### src/rtl/step_dir_gen.sv
// -----------------------------------------------------------------------------
// step_dir_gen
//
// Turns queued move commands (direction, step count, step period) into the
// step/dir pulse train for a microstep driver. A one-deep command buffer lets
// a second move wait while the first runs, so consecutive moves execute with
// only a single LOAD cycle between them.
//
// Ports:
//   clk          system clock
//   resetn       asynchronous active-low reset
//   move_valid   command valid
//   move_ready   command buffer empty, command can be accepted
//   move_dir     1 = forward, 0 = reverse
//   move_steps   number of steps in the move
//   move_period  clk cycles between step rising edges
//   abort        synchronous stop request
//   step         step pulse to driver
//   dir          direction to driver
//   busy         engine executing a move or a command is pending
//   move_done    one-cycle pulse on move completion
//   position     signed step position
//
// Optional feature:
//   STEP_DIR_GEN_POSITION_EN - when defined, a 32-bit signed position counter
//   tracks every launched step (+1 forward, -1 reverse, two's complement
//   wrap). When undefined the counter is removed and position is tied to 0.
//
// Timing note: step, dir and move_done are registered from the current
// state, so the pins trail the state register by one clock. This gives the
// accept-to-first-step latency of three edges and makes the dir-to-step
// setup time exactly dir_setup_clks cycles at the pins.
// -----------------------------------------------------------------------------
module step_dir_gen #(
  parameter int steps_bits     = 32,
  parameter int period_bits    = 32,
  parameter int pulse_clks     = 16,
  parameter int dir_setup_clks = 8
) (
  input  logic                   clk,
  input  logic                   resetn,
  input  logic                   move_valid,
  output logic                   move_ready,
  input  logic                   move_dir,
  input  logic [steps_bits-1:0]  move_steps,
  input  logic [period_bits-1:0] move_period,
  input  logic                   abort,
  output logic                   step,
  output logic                   dir,
  output logic                   busy,
  output logic                   move_done,
  output logic [31:0]            position
);

  typedef enum logic [2:0] {
    IDLE      = 3'd0,
    LOAD      = 3'd1,
    DIR_SETUP = 3'd2,
    STEP_HIGH = 3'd3,
    STEP_LOW  = 3'd4
  } state_t;

  localparam logic [period_bits-1:0] PULSE_LEN  = period_bits'(pulse_clks);
  localparam logic [period_bits-1:0] MIN_PERIOD = period_bits'(pulse_clks + pulse_clks);
  localparam logic [period_bits-1:0] SETUP_LEN  = period_bits'(dir_setup_clks);
  localparam logic [period_bits-1:0] TIMER_ONE  = period_bits'(1'b1);
  localparam logic [period_bits-1:0] TIMER_ZERO = {period_bits{1'b0}};
  localparam logic [steps_bits-1:0]  STEPS_ONE  = steps_bits'(1'b1);
  localparam logic [steps_bits-1:0]  STEPS_ZERO = {steps_bits{1'b0}};

  // Engine state
  state_t                 state_r;
  logic [period_bits-1:0] timer_r;       // cycles left in current phase, minus one
  logic [steps_bits-1:0]  remaining_r;   // steps still to launch, including current
  logic [period_bits-1:0] low_len_r;     // STEP_LOW length of the active move
  logic                   cmd_dir_r;     // direction requested by the active move
  logic                   dir_r;         // direction currently applied
  logic                   aborting_r;    // finish this pulse, then stop

  // Command buffer
  logic                   pend_valid_r;
  logic                   pend_dir_r;
  logic [steps_bits-1:0]  pend_steps_r;
  logic [period_bits-1:0] pend_period_r;

  // Decode
  state_t                 state_nx_s;
  logic                   take_s;        // buffered command moves to the engine
  logic                   done_s;        // move completes on this edge
  logic                   accept_s;
  logic                   pend_nx_s;
  logic [period_bits-1:0] pend_eff_s;    // buffered period clamped to 2*pulse_clks

  // Next-state decode, buffer hand-off, acceptance and period clamp
  always_comb begin
    state_nx_s = state_r;
    take_s     = 1'b0;
    done_s     = 1'b0;
    case (state_r)
      IDLE: begin
        if (pend_valid_r && !abort) begin
          state_nx_s = LOAD;
          take_s     = 1'b1;
        end else begin
          state_nx_s = IDLE;
        end
      end
      LOAD: begin
        if (abort) begin
          state_nx_s = IDLE;
        end else if (remaining_r == STEPS_ZERO) begin
          // Empty move: report completion without touching dir
          done_s = 1'b1;
          if (pend_valid_r) begin
            state_nx_s = LOAD;
            take_s     = 1'b1;
          end else begin
            state_nx_s = IDLE;
          end
        end else if (cmd_dir_r != dir_r) begin
          state_nx_s = DIR_SETUP;
        end else begin
          state_nx_s = STEP_HIGH;
        end
      end
      DIR_SETUP: begin
        if (abort) begin
          state_nx_s = IDLE;
        end else if (timer_r == TIMER_ZERO) begin
          state_nx_s = STEP_HIGH;
        end else begin
          state_nx_s = DIR_SETUP;
        end
      end
      STEP_HIGH: begin
        // abort never truncates a pulse; it is honoured when the pulse ends
        if (timer_r == TIMER_ZERO) begin
          if (abort || aborting_r) begin
            state_nx_s = IDLE;
          end else begin
            state_nx_s = STEP_LOW;
          end
        end else begin
          state_nx_s = STEP_HIGH;
        end
      end
      STEP_LOW: begin
        if (abort) begin
          state_nx_s = IDLE;
        end else if (timer_r == TIMER_ZERO) begin
          if (remaining_r > STEPS_ONE) begin
            state_nx_s = STEP_HIGH;
          end else begin
            done_s = 1'b1;
            if (pend_valid_r) begin
              state_nx_s = LOAD;
              take_s     = 1'b1;
            end else begin
              state_nx_s = IDLE;
            end
          end
        end else begin
          state_nx_s = STEP_LOW;
        end
      end
      default: begin
        state_nx_s = IDLE;
      end
    endcase

    // abort wins over a simultaneous accept
    accept_s = move_valid & ~pend_valid_r & ~abort;

    if (abort) begin
      pend_nx_s = 1'b0;
    end else if (take_s) begin
      pend_nx_s = 1'b0;
    end else if (accept_s) begin
      pend_nx_s = 1'b1;
    end else begin
      pend_nx_s = pend_valid_r;
    end

    if (pend_period_r < MIN_PERIOD) begin
      pend_eff_s = MIN_PERIOD;
    end else begin
      pend_eff_s = pend_period_r;
    end
  end

  // Engine state, command buffer and registered outputs
  always_ff @(posedge clk or negedge resetn) begin
    if (!resetn) begin
      state_r       <= IDLE;
      timer_r       <= TIMER_ZERO;
      remaining_r   <= STEPS_ZERO;
      low_len_r     <= TIMER_ZERO;
      cmd_dir_r     <= 1'b1;
      dir_r         <= 1'b1;
      aborting_r    <= 1'b0;
      pend_valid_r  <= 1'b0;
      pend_dir_r    <= 1'b1;
      pend_steps_r  <= STEPS_ZERO;
      pend_period_r <= TIMER_ZERO;
      step          <= 1'b0;
      dir           <= 1'b1;
      busy          <= 1'b0;
      move_done     <= 1'b0;
      move_ready    <= 1'b1;
    end else begin
      state_r      <= state_nx_s;
      pend_valid_r <= pend_nx_s;

      if (accept_s) begin
        pend_dir_r    <= move_dir;
        pend_steps_r  <= move_steps;
        pend_period_r <= move_period;
      end

      if (take_s) begin
        cmd_dir_r   <= pend_dir_r;
        remaining_r <= pend_steps_r;
        low_len_r   <= pend_eff_s - PULSE_LEN;
      end else if ((state_r == STEP_LOW) && (state_nx_s == STEP_HIGH)) begin
        remaining_r <= remaining_r - STEPS_ONE;
      end

      // dir only ever moves on the LOAD exit, when step is guaranteed low
      if ((state_r == LOAD) && (state_nx_s == DIR_SETUP)) begin
        dir_r <= cmd_dir_r;
      end

      // Phase timer reloads on every state change, else counts down to zero
      if (state_nx_s != state_r) begin
        case (state_nx_s)
          DIR_SETUP: timer_r <= SETUP_LEN - TIMER_ONE;
          STEP_HIGH: timer_r <= PULSE_LEN - TIMER_ONE;
          STEP_LOW:  timer_r <= low_len_r - TIMER_ONE;
          default:   timer_r <= TIMER_ZERO;
        endcase
      end else if (timer_r != TIMER_ZERO) begin
        timer_r <= timer_r - TIMER_ONE;
      end

      if (state_nx_s == IDLE) begin
        aborting_r <= 1'b0;
      end else if (abort && (state_r == STEP_HIGH)) begin
        aborting_r <= 1'b1;
      end

      step       <= (state_r == STEP_HIGH);
      dir        <= dir_r;
      move_done  <= done_s;
      busy       <= (state_nx_s != IDLE) | pend_nx_s;
      move_ready <= ~pend_nx_s;
    end
  end

`ifdef STEP_DIR_GEN_POSITION_EN
  // Position counts each pulse on the edge its step pin rises
  always_ff @(posedge clk or negedge resetn) begin
    if (!resetn) begin
      position <= 32'd0;
    end else if ((state_r == STEP_HIGH) && (timer_r == (PULSE_LEN - TIMER_ONE))) begin
      if (dir_r) begin
        position <= position + 32'd1;
      end else begin
        position <= position - 32'd1;
      end
    end
  end
`else
  assign position = 32'd0;
`endif

endmodule

### config.mk
export PLATFORM = sky130hd
export DESIGN_NAME = step_dir_gen
export DESIGN_NICKNAME = d
export VERILOG_FILES = /design/src/rtl/step_dir_gen.sv
export SDC_FILE = /design/constraint.sdc
export NUM_CORES = 1
export LEC_CHECK = 0
export ABC_AREA = 1
export CAP_MARGIN = 0
export CORE_MARGIN = 3
export CORE_UTILIZATION = 35
export CTS_CLUSTER_SIZE = 14
export DETAILED_ROUTE_END_ITERATION = 16
export MAX_ROUTING_LAYER = met4
export SLEW_MARGIN = 30
export SYNTH_ARGS = -nofsm -noshare
export SYNTH_HDL_FRONTEND = slang
export SYNTH_SLANG_ARGS = --single-unit
export TNS_END_PERCENT = 20
### constraint.sdc
create_clock -name clk -period 2.7 [get_ports clk]
set_input_delay 0.54 -clock clk [delete_from_list [all_inputs] [get_ports clk]]
set_output_delay 0.54 -clock clk [all_outputs]
set_load 0.02 [all_outputs]
# ---- Yosys cells after proc, flatten, opt, wreduce, memory -nomap -nowiden
# Index checks and enable logic that the tools add are counted.
dict set report classes {
  add_sub_neg 4
  mul 0
  div_mod_pow 0
  magnitude_cmp 2
  n_eq_ne 9
  n_shift 0
  mux 38
  bitwise_logic 6
  n_reduce_logical 15
}
# op n
set ops {}
lappend ops {{32-bit 2-to-1 mux} 5}
lappend ops {{32-bit case mux with 3 select lines} 1}
lappend ops {{32-bit by 1-bit subtractor with 32-bit output (second input constant)} 3}
lappend ops {{32-bit logical NOT} 2}
lappend ops {{32-bit by 1-bit greater-than comparator with 1-bit output (second input constant)} 1}
lappend ops {{32-bit by 6-bit less-than comparator with 1-bit output (second input constant)} 1}
lappend ops {{32-bit nonzero test} 1}
lappend ops {{32-bit by 5-bit subtractor with 32-bit output (second input constant)} 1}
lappend ops {{1-bit 2-to-1 mux} 21}
lappend ops {{3-bit 2-to-1 mux} 7}
lappend ops {{3-bit case mux with 5 select lines} 1}
lappend ops {{3-bit by 2-bit equality test with 1-bit output (second input constant)} 4}
lappend ops {{3-bit equality test (second input constant)} 2}
lappend ops {{3-bit logical NOT} 2}
lappend ops {{2-bit nonzero test} 3}
lappend ops {{1-bit logical AND} 4}
lappend ops {{3-bit by 1-bit equality test with 1-bit output (second input constant)} 1}
lappend ops {{3-bit inequality test} 1}
lappend ops {{1-bit NOT} 3}
lappend ops {{1-bit case mux with 3 select lines} 1}
lappend ops {{3-bit nonzero test} 1}
lappend ops {{1-bit AND} 2}
lappend ops {{2-bit 2-to-1 mux} 1}
lappend ops {{1-bit case mux with 2 select lines} 1}
lappend ops {{4 further kinds} 4}
dict set report totals {
  reg_bits 173
  latchBits 0
  ramBits 0
  romBits 0
  inputBits 69
  out_inout_bits 37
  elab_cells 90
  n_memories 0
}

# ---- Depth between registers and ports, before layout
# Gate-level depths: netlist (run 1).
dict set report depth {
  word_depth 9
  ltp_mapped 19
  depth_no_buf 19
}

# ---- Least setup slack after synthesis (run 1)
# Ideal clock, no wire load.
dict set report synth_timing {
  path_type {flip-flop to flip-flop}
  startpoint {register pend_period_r[16]}
  endpoint {register low_len_r[26]}
  setup_ns 0.065
  arrival_ns 2.581
  setup_slack_ns 0.054
  path_stages_with_launch 20
  period_less_slack_ns 2.646
  path_cell_list {dfrtp_1 > nor2_1 > nand2_1 > nor2_1 > nand2_1 > nor2_1 > inv_1 > nand2_1 > ha_1 > inv_1 > nor2_1 > nand2_1 > nor2_1 > nand2_1 > nor2_1 > nand2_1 > nor4_1 > xor2_1 > nand2_1 > nand2_1}
}
dict set report synth_via {
  elab_chain_cells 3
}
# item line
set synth_lines {}
lappend synth_lines {{start, declared} 84} ;# logic [period_bits-1:0] pend_period_r;
lappend synth_lines {{start signal, assigned} 217} ;# pend_period_r <= move_period;
lappend synth_lines {{32-bit by 6-bit less-than comparator with 1-bit output} 184} ;# if (pend_period_r < MIN_PERIOD) begin
lappend synth_lines {{32-bit 2-to-1 mux *} 184}
lappend synth_lines {{32-bit by 5-bit subtractor with 32-bit output *} 223} ;# low_len_r <= pend_eff_s - PULSE_LEN;
lappend synth_lines {{end signal, assigned} 223}
lappend synth_lines {{end, declared} 75} ;# logic [period_bits-1:0] low_len_r;
# Mark *: on every way between the ends. The rest lies on a longest branch, timed or not.
# A chain may end at the register's enable or synchronous reset.

# ---- Worst setup path after layout (run 1)
dict set report layout_timing {
  startpoint {register timer_r[0]}
  endpoint {register timer_r[21]}
}
dict set report layout_via {
  elab_chain_cells 7
  word_cells_on_any_way 17
  cone_classes {1 x add/sub; 4 x eq/ne; 9 x mux; 3 x reduce/logical}
}
# item line
set layout_lines {}
lappend layout_lines {{start, declared} 73} ;# logic [period_bits-1:0] timer_r;
lappend layout_lines {{start signal, assigned} 236} ;# DIR_SETUP: timer_r <= SETUP_LEN - TIMER_ONE;
lappend layout_lines {{start signal, assigned} 237} ;# STEP_HIGH: timer_r <= PULSE_LEN - TIMER_ONE;
lappend layout_lines {{start signal, assigned} 238} ;# STEP_LOW: timer_r <= low_len_r - TIMER_ONE;
lappend layout_lines {{32-bit logical NOT} {129, 137, 150}}
lappend layout_lines {{3-bit 2-to-1 mux / 1-bit 2-to-1 mux (equally long branches)} {150, 129}}
lappend layout_lines {{3-bit 2-to-1 mux / 2-bit 2-to-1 mux (equally long branches)} {148, 127}}
lappend layout_lines {{3-bit case mux with 5 select lines} 99} ;# case (state_r)
lappend layout_lines {{3-bit equality test / 3-bit by 2-bit equality test with 1-bit output (equally long branches)} 235} ;# case (state_nx_s)
lappend layout_lines {{32-bit case mux with 3 select lines} 235}
lappend layout_lines {{32-bit 2-to-1 mux} 234} ;# if (state_nx_s != state_r) begin
# Parallel ways exist; a longest one is shown, timed or not. The select of a mux whose other input is x is not followed.

==> results.cfg, run 1 <==
[hold_path]
hp-class = primary input to async pin

[layout]
fillers = 2838
finalNonFillerCells = 1921
num_antenna_cells = 0
areaGrowthSynthToFinish_pct = 22.2
stdcell_area_sq_um = 12400
drive_gt1_frac = 0.121
num-nets-final = 1605

[place]
dp.cells = 1875
place.gp.congestion = 0.883
dp_hpwl_um = 17800
port_buffers = 73
placed_area_sq_um = 11500

[setup_path]
required_ps = 3080
r2r_cells = 17
start_kind = flop
reg2reg_from = timer_r[0]
path_cells = inv_1 -> ha_2 -> nand2_1 -> nor2_4 -> nand3_1 -> nor2_4 -> inv_2 -> nand2_1 -> nand3_1 -> nand2_1 -> nand2_1 -> nor2_4 -> nand2_4 -> buf_12 -> o21ai_0 -> nand2_1 -> inv_1
crit_family = simple AND/OR/NAND/NOR gates
worstSetupPathType = flop to flop
critical-path-max-stage-delay_ps = 400
slowest_stage = dfrtp_1
cp_max_fo = 16
arrival_ps = 2870
crit_buf_inv = 4
r2r_end = timer_r[21]
reg2reg_slack_ps = 210
critPathCaptureType = flop
crit_top_cell = nand2_1

[yosys]
yosysSeqAreaShare = 0.428
avgSynthCellArea_sq_um = 7.18
netlist_area_sq_um = 10100
ys_types = 45
yosys_warnings = 0
ys_ff_latch = 173
synthCells = 1411

[floorplanning]
initial_core_util = 0.360
coreArea_sq_um = 28200
rows = 61
chipHeight_um = 176
die_w_um = 176
fp.dieArea_sq_um = 31000
io_pins = 106

[pwr]
power_density_nw_per_um2 = 931
peakVddDrop_mv = 0.440
p_leak_uw = 0.00590

[grt]
grt_pass1_wl_um = 40700
antenna_found_initial = 0
grt_pass1_vias = 8494
overflow = 0
grt_max_degree = 63
grtUsageTotal = 0.163

[clock_network]
cts_max_path_buffers = 2
cts_buffers = 17
cts_tree = yes
root_buffer = clkbuf_16
htree_levels = 4
cts.clk_slew.worst_paths_ps = 70
hold_buffers = 0
clock_latency_ps = 440
cts.sinks = 173

[sta]
skew_ps = 16.6
setup_viol = 0
fmax_ghz = 0.401
grt_setup_unrepaired = true
max_slew_margin = 0.595
finalMaxSlewViolations = 0
period_share = 0.923
hold_violations = 0
fin_crit_ps = 2490
worst_pin_slew_ps = 608

[drt]
ant_nets = 0
via_per_inst = 4.59
wl_met1_um = 12200
drtPass1Iterations = 5
route.detailed.drc = 0
routed.top_layer = met4
routed_wl_um = 24100
wl_met2_um = 10700
routedWlPerCell_um = 12.5
vias = 8816
wl_met3_um = 770
drt_first_iter_violations = 503

[run_status]
status = finished, final reports clean

[run]
max_cap_viol_count = 0
## cell families after synthesis
logic type	after synthesis	share of synthesized area
other	1	0.000370
xor gates and xnor gates	67	0.0579
AOI/OAI and AO/OA	145	0.0770
adders and majority gates	6	0.00741
buffers and inverters	207	0.0927
DFF	173	0.428
and+or+nand+nor	812	0.337
## where the power goes
| part | leakage (uW) | total (uW) | switching, uW | internal [uW] |
|---|---|---|---|---|
| Sequential | 0.00216 | 4360 | 845 | 3510 |
| Clock | 0.000284 | 2450 | 1200 | 1250 |
| Combinational | 0.00346 | 4730 | 2820 | 1910 |
| Total | 0.00590 | 11500 | 4860 | 6670 |
## registers in the layout, indices dropped and copies added, names as in the netlist, 3 cells and up
name	count
pend_steps_r	32
state_r	3
pend_period_r	32
low_len_r	32
remaining_r	32
timer_r	32
## per-stage QoR
step | setup slack [ps] | power, uW | hold slack [ps] | util | setup TNS (ps)
3_5_place_dp | 0.939 | 8880 | 376 | 0.410 | 0
2_1_floorplan | 54.2 | 7630 | 244 | - | 0
6_report | 209 | 11500 | 82.4 | 0.440 | 0
4_1_cts | 28.1 | 11400 | 104 | 0.431 | 0
3_3_place_gp | 88.8 | 8780 | 374 | 0.410 | 0
5_1_grt | -62.9 | 12600 | 110 | 0.440 | -96.4
## layout make-up
cell class / instances / area [sq um] / area share
clock inverters: 15 / 166 / 0.0134
inverters: 135 / 509 / 0.0411
well taps: 378 / 473 / 0.0382
multi-input cells: 1062 / 5110 / 0.413
clock buffers: 17 / 425 / 0.0343
repair buffers: 141 / 1370 / 0.110
flip-flops and latches: 173 / 4340 / 0.350
## Yosys cell counts (all sizes together)
cell    instances  share of area
a21oi          26          0.013
a22oi           1        0.00074
a31oi           5         0.0031
and2            1        0.00062
and3            1        0.00062
buf            51          0.035
clkbuf         21         0.0078
clkinv          1        0.00037
conb            1        0.00037
dfrtp         168           0.41
dfstp           5          0.013
ha              6         0.0074
inv           134          0.050
nand2         452           0.17
nand2b          1        0.00062
nand3          64          0.033
nand3b          4         0.0030
nand4          21          0.013
nor2          217          0.088
nor3           33          0.017
nor3b           1        0.00074
nor4            6         0.0037
o211ai          4         0.0030
o21a            1        0.00074
o21ai         102          0.053
o21bai          2         0.0015
o22ai           3         0.0019
o31ai           1        0.00074
or2            10         0.0062
or3             1        0.00062
xnor2          22          0.019
xor2           45          0.039
## worst max-delay path by stage
stage / from / endpoint / slack, ps / cells past startpoint
2_1_floorplan: pend_period_r[16] / low_len_r[26] / 50 / 19
3_3_place_gp: pend_period_r[17] / low_len_r[26] / 90 / 19
3_5_place_dp: pend_period_r[18] / low_len_r[26] / 0.9 / 19
4_1_cts: pend_period_r[18] / low_len_r[26] / 30 / 19
5_1_grt: pend_period_r[5] / low_len_r[26] / -60 / 19
6_report: timer_r[0] / timer_r[21] / 210 / 17
## placed cells by master, fill, tap and decap left out, types with 6 or more instances in the layout
master           count
nand2_1            438
nor2_1             181
dfrtp_1            168
inv_1              127
o21ai_0             72
clkdlybuf4s50_1     72
nand3_1             62
buf_4               57
xor2_1              45
conb_1              32
nor3_1              31
a21oi_1             26
nor2_2              25
o21ai_1             24
xnor2_1             22
nand4_1             21
clkbuf_16           18
nand2_2             12
nor2_4              11
or2_2                9
buf_12               8
inv_2                6
o21ai_2              6
inv_8                6
## timing repair
action,in CTS,in global routing
setup buffers,0,13
gates cloned,0,1
endpoints found under the hold margin,0,0
endpoints found under the setup margin,1,43
gates resized for setup,1,40
pin swaps,0,20
## routing by layer
metal	track usage	vias up
met5	-	-
met4	0.0475	0
met3	0.0209	25
met2	0.249	179
met1	0.230	3998
li1	-	4614
(Power assumes the default switching activity.)
==> run 2: changes to the inputs <==
- DONT_BUFFER_PORTS: unset -> 1
==> results.cfg, run 2 (same netlist as run 1, synthesis figures left out) <==
[grt]
grt_max_degree = 174
grt_pass1_vias = 8166
antenna_found_initial = 0
grtUsageTotal = 0.160
overflow = 0
grt_pass1_wl_um = 40000

[floorplanning]
chipHeight_um = 176
die_w_um = 176
io_pins = 106
coreArea_sq_um = 28200
initial_core_util = 0.360
fp.dieArea_sq_um = 31000
rows = 61

[setup_path]
worstSetupPathType = flop to flop
required_ps = 3020
cp_max_fo = 16
arrival_ps = 2830
start_kind = flop
critPathCaptureType = flop
reg2reg_slack_ps = 190

[drt]
drtPass1Iterations = 5
drt_first_iter_violations = 480
vias = 8574
routedWlPerCell_um = 12.9
via_per_inst = 4.70
routed_wl_um = 23500
route.detailed.drc = 0
ant_nets = 0

[clock_network]
root_buffer = clkbuf_16
cts_tree = yes
cts.clk_slew.worst_paths_ps = 70
cts_buffers = 17
cts_max_path_buffers = 2
cts.sinks = 173
htree_levels = 4
clock_latency_ps = 430

[pwr]
peakVddDrop_mv = 0.466
power.switching_uw = 4630
finalPower_uw = 11400
p_leak_uw = 0.00551
seq_power_share = 0.385
p_int_uw = 6760
combPwrFrac = 0.381
power.share.switching = 0.407
p_clk_frac = 0.234
power_density_nw_per_um2 = 996

[sta]
fin_crit_ps = 2510
hold_ws_ps = -198
hold_violations = 168
finalMaxSlewViolations = 0
grt_setup_unrepaired = true
worst_pin_slew_ps = 542
max_slew_margin = 0.639
setup_viol = 0
period_share = 0.929
fmax_ghz = 0.398
setup_tns_ps = 0
skew_ps = 11.6

[layout]
drive_gt1_frac = 0.113
num-nets-final = 1510
num_antenna_cells = 0
fillers = 2888
layout_commonest_cell = nand2_1
areaGrowthSynthToFinish_pct = 12.8
mostFrequentLayoutCells = 436 x nand2_1, 182 x nor2_1, 168 x dfrtp_1
final_util = 0.406

[run_status]
status = finished with violations
violations = hold timing

[place]
port_buffers = 0
place.gp.congestion = 0.905
dp_hpwl_um = 17000

[run]
max_cap_viol_count = 0

[hold_path]
hp-class = primary input to async pin
==> run 2: cell count changes in the layout (fill, tap and decap cells not counted), moves of 4 or more <==
cell             before  now
bufinv_16             0    4
clkdlybuf4s50_1      72    0
inv_8                 6    2
nand2_2              12   16
inv_6                 1    5
buf_4                57   41
==> run 2: through the flow <==
step,cell area (sq um),setup WS (ps),hold WS [ps],instances
6_report,11400,190,-198,1826
5_1_grt,11400,-18.1,-219,1826
4_1_cts,11300,33.4,-219,1818
3_5_place_dp,10600,1.44,248,1786
3_3_place_gp,10600,75.6,249,1786
2_1_floorplan,10300,54.2,244,1442
==> run 2: power by group through the flow <==
stage	Sequential, uW	Clock [uW]	Combinational (uW)
floorplan	4220	0	3410
global placement	4390	0	4170
detailed placement	4400	0	4250
CTS	4370	2730	4280
global route	4530	2830	5040
finish	4390	2660	4340
==> run 2: timing repair <==
item	in CTS	in global routing
gates resized for setup	1	33
setup buffers	0	8
endpoints found under the setup margin	1	20
endpoints found under the hold margin	173	168
pin swaps	0	21
==> run 2: layout make-up <==
class                      instances  area [sq um]  area share
clock buffer                      18           429      0.0375
sequential                       173          4340       0.379
multi-input combinational       1062          5080       0.444
timing repair buffer              46           408      0.0357
tap                              378           473      0.0413
clock inverter                    14           201      0.0176
inverter                         135           509      0.0445
==> run 2: worst max-delay path, cell delays in order, from the launching register on <==
cell     delay, ps
dfrtp_1        400
inv_1          110
ha_2           210
nand2_1        100
nor2_4         140
nand2_1        120
o21ai_2        200
nand3_1        120
nor2_2         130
nand2_2        100
nand2_2         70
nand2_2         60
nand2_2        140
buf_4          250
o21ai_0        130
nand2_1         70
inv_1           40
==> run 2: path summary, 6_finish.rpt <==
check | startpoint | end | cells past startpoint
max | timer_r[0] | timer_r[24] | 16
min | resetn | pend_period_r[26] | 0
max reg2reg | timer_r[0] | timer_r[24] | 16
min reg2reg | dir_r | dir | 0
max in group asynchronous | resetn | move_ready | 0
min in group clk | move_dir | pend_dir_r | 2
==> run 2: metal layers <==
metal | routed length, um | track usage | part of all wire
met5 | 0 | - | 0
met4 | 495 | 0.0482 | 0.021
met3 | 832 | 0.0222 | 0.035
met2 | 10300 | 0.239 | 0.44
met1 | 11900 | 0.228 | 0.51
==> run 3: changes to the inputs <==
- ABC_CLOCK_PERIOD_IN_PS: unset -> 2700
- CORE_ASPECT_RATIO: unset -> 1.75
- SLEW_MARGIN: 30 -> 20
==> results.cfg, run 3 (same netlist as run 1, synthesis figures left out) <==
[pwr]
p_leak_uw = 0.00559
power_density_nw_per_um2 = 998
peakVddDrop_mv = 0.570
finalPower_uw = 11600

[setup_path]
cp_max_fo = 11
start_kind = flop
crit_buf_inv = 3
r2r_end = timer_r[14]
r2r_cells = 16
worstSetupPathType = flop to flop
slowest_stage = dfrtp_1
cp.depth = 16
cp-endpoint = timer_r[14]
crit_family = simple AND/OR/NAND/NOR gates
required_ps = 3020
startpoint = remaining_r[1]
arrival_ps = 2850
reg2reg_slack_ps = 170
path_cells = inv_1 -> ha_2 -> or2_2 -> nand4_1 -> nor2_2 -> buf_4 -> nand3_1 -> nand2_1 -> nand2_1 -> nand2_1 -> nand3_1 -> nand2_2 -> buf_12 -> nand3_1 -> nand2_1 -> nor2_1
crit_top_cell = nand2_1
reg2reg_from = remaining_r[1]
critPathCaptureType = flop
critical-path-max-stage-delay_ps = 370

[layout]
areaGrowthSynthToFinish_pct = 14.4
fillers = 2910
drive_gt1_frac = 0.123
stdcell_area_sq_um = 11600
num-nets-final = 1523
mostFrequentLayoutCells = 438 x nand2_1, 182 x nor2_1, 168 x dfrtp_1
layout_commonest_cell = nand2_1
num_antenna_cells = 0
finalNonFillerCells = 1834

[clock_network]
cts_buffers = 17
root_buffer = clkbuf_16
cts.sinks = 173
htree_levels = 4
cts_tree = yes
cts_max_path_buffers = 2
cts.clk_slew.worst_paths_ps = 60
clock_latency_ps = 440

[drt]
route.detailed.drc = 0
drt_first_iter_violations = 352
drtPass1Iterations = 5
routedWlPerCell_um = 14.0
routed_wl_um = 25700
vias = 8682
via_per_inst = 4.73
ant_nets = 0

[floorplanning]
io_pins = 106
fp.dieArea_sq_um = 31100
die_w_um = 135
coreArea_sq_um = 28300
initial_core_util = 0.359
rows = 81
chipHeight_um = 231

[sta]
skew_ps = 13.2
period_share = 0.937
hold_ws_ps = -204
hold_violations = 168
worst_pin_slew_ps = 612
grt_setup_unrepaired = true
setup_tns_ps = 0
fmax_ghz = 0.395
max_slew_margin = 0.589
finalMaxSlewViolations = 0
setup_viol = 0
fin_crit_ps = 2530

[run]
max_cap_viol_count = 0

[place]
placed_area_sq_um = 10800
dp_hpwl_um = 19600
port_buffers = 0
dp.cells = 1796
place.gp.congestion = 0.945

[grt]
antenna_found_initial = 0
grt_pass1_wl_um = 41700
grt_max_degree = 174
overflow = 0
grt_pass1_vias = 8662
grtUsageTotal = 0.173

[run_status]
violations = hold timing
status = finished with violations

[hold_path]
hp-class = primary input to async pin
## run 3: final cells by class
| cell class | count | area (sq um) | share of cell area |
|---|---|---|---|
| clock inverter | 14 | 193 | 0.0166 |
| clock buffer | 18 | 429 | 0.0370 |
| tap | 373 | 467 | 0.0403 |
| timing repair buffer | 59 | 536 | 0.0462 |
| sequential | 173 | 4340 | 0.374 |
| inverter | 135 | 507 | 0.0437 |
| multi-input combinational | 1062 | 5130 | 0.442 |
## run 3: repair_timing
item	CTS	global route
gates resized for setup	0	41
setup endpoints to repair	0	62
buffers inserted	0	5
hold endpoints to repair	173	168
## run 3: how the worst min path moves through the flow
| stage | from | end | slack, ps | depth (start not counted) |
|---|---|---|---|---|
| after detailed placement | resetn | pend_steps_r[3] | 250 | 0 |
| after CTS | resetn | pend_steps_r[3] | -230 | 0 |
| after global routing | resetn | pend_period_r[28] | -230 | 0 |
| final | resetn | remaining_r[3] | -200 | 0 |
| after global placement | resetn | pend_steps_r[3] | 250 | 0 |
| after floorplan | resetn | aborting_r | 240 | 0 |
## run 3: metal layers
layer | share of wire | vias to the layer above | global-route usage
met3 | 0.023 | 70 | 0.0235
met1 | 0.36 | 3994 | 0.164
met2 | 0.58 | 165 | 0.332
met4 | 0.044 | 0 | 0.0879
met5 | 0 | - | -
li1 | - | 4453 | -
## run 3: metrics by stage
step                utilization  setup slack (ps)
detailed placement        0.381              58.6
CTS                       0.403              22.3
global placement          0.381               115
finish                    0.410               170
floorplan                     -              54.2
global route              0.410             -48.7
## run 3: where the power goes
group	total, uW	leakage, uW	internal, uW	switching (uW)
clock network	2580	0.000297	1550	1030
registers	4390	0.00216	3520	870
logic	4600	0.00313	1820	2790
total	11600	0.00559	6880	4690
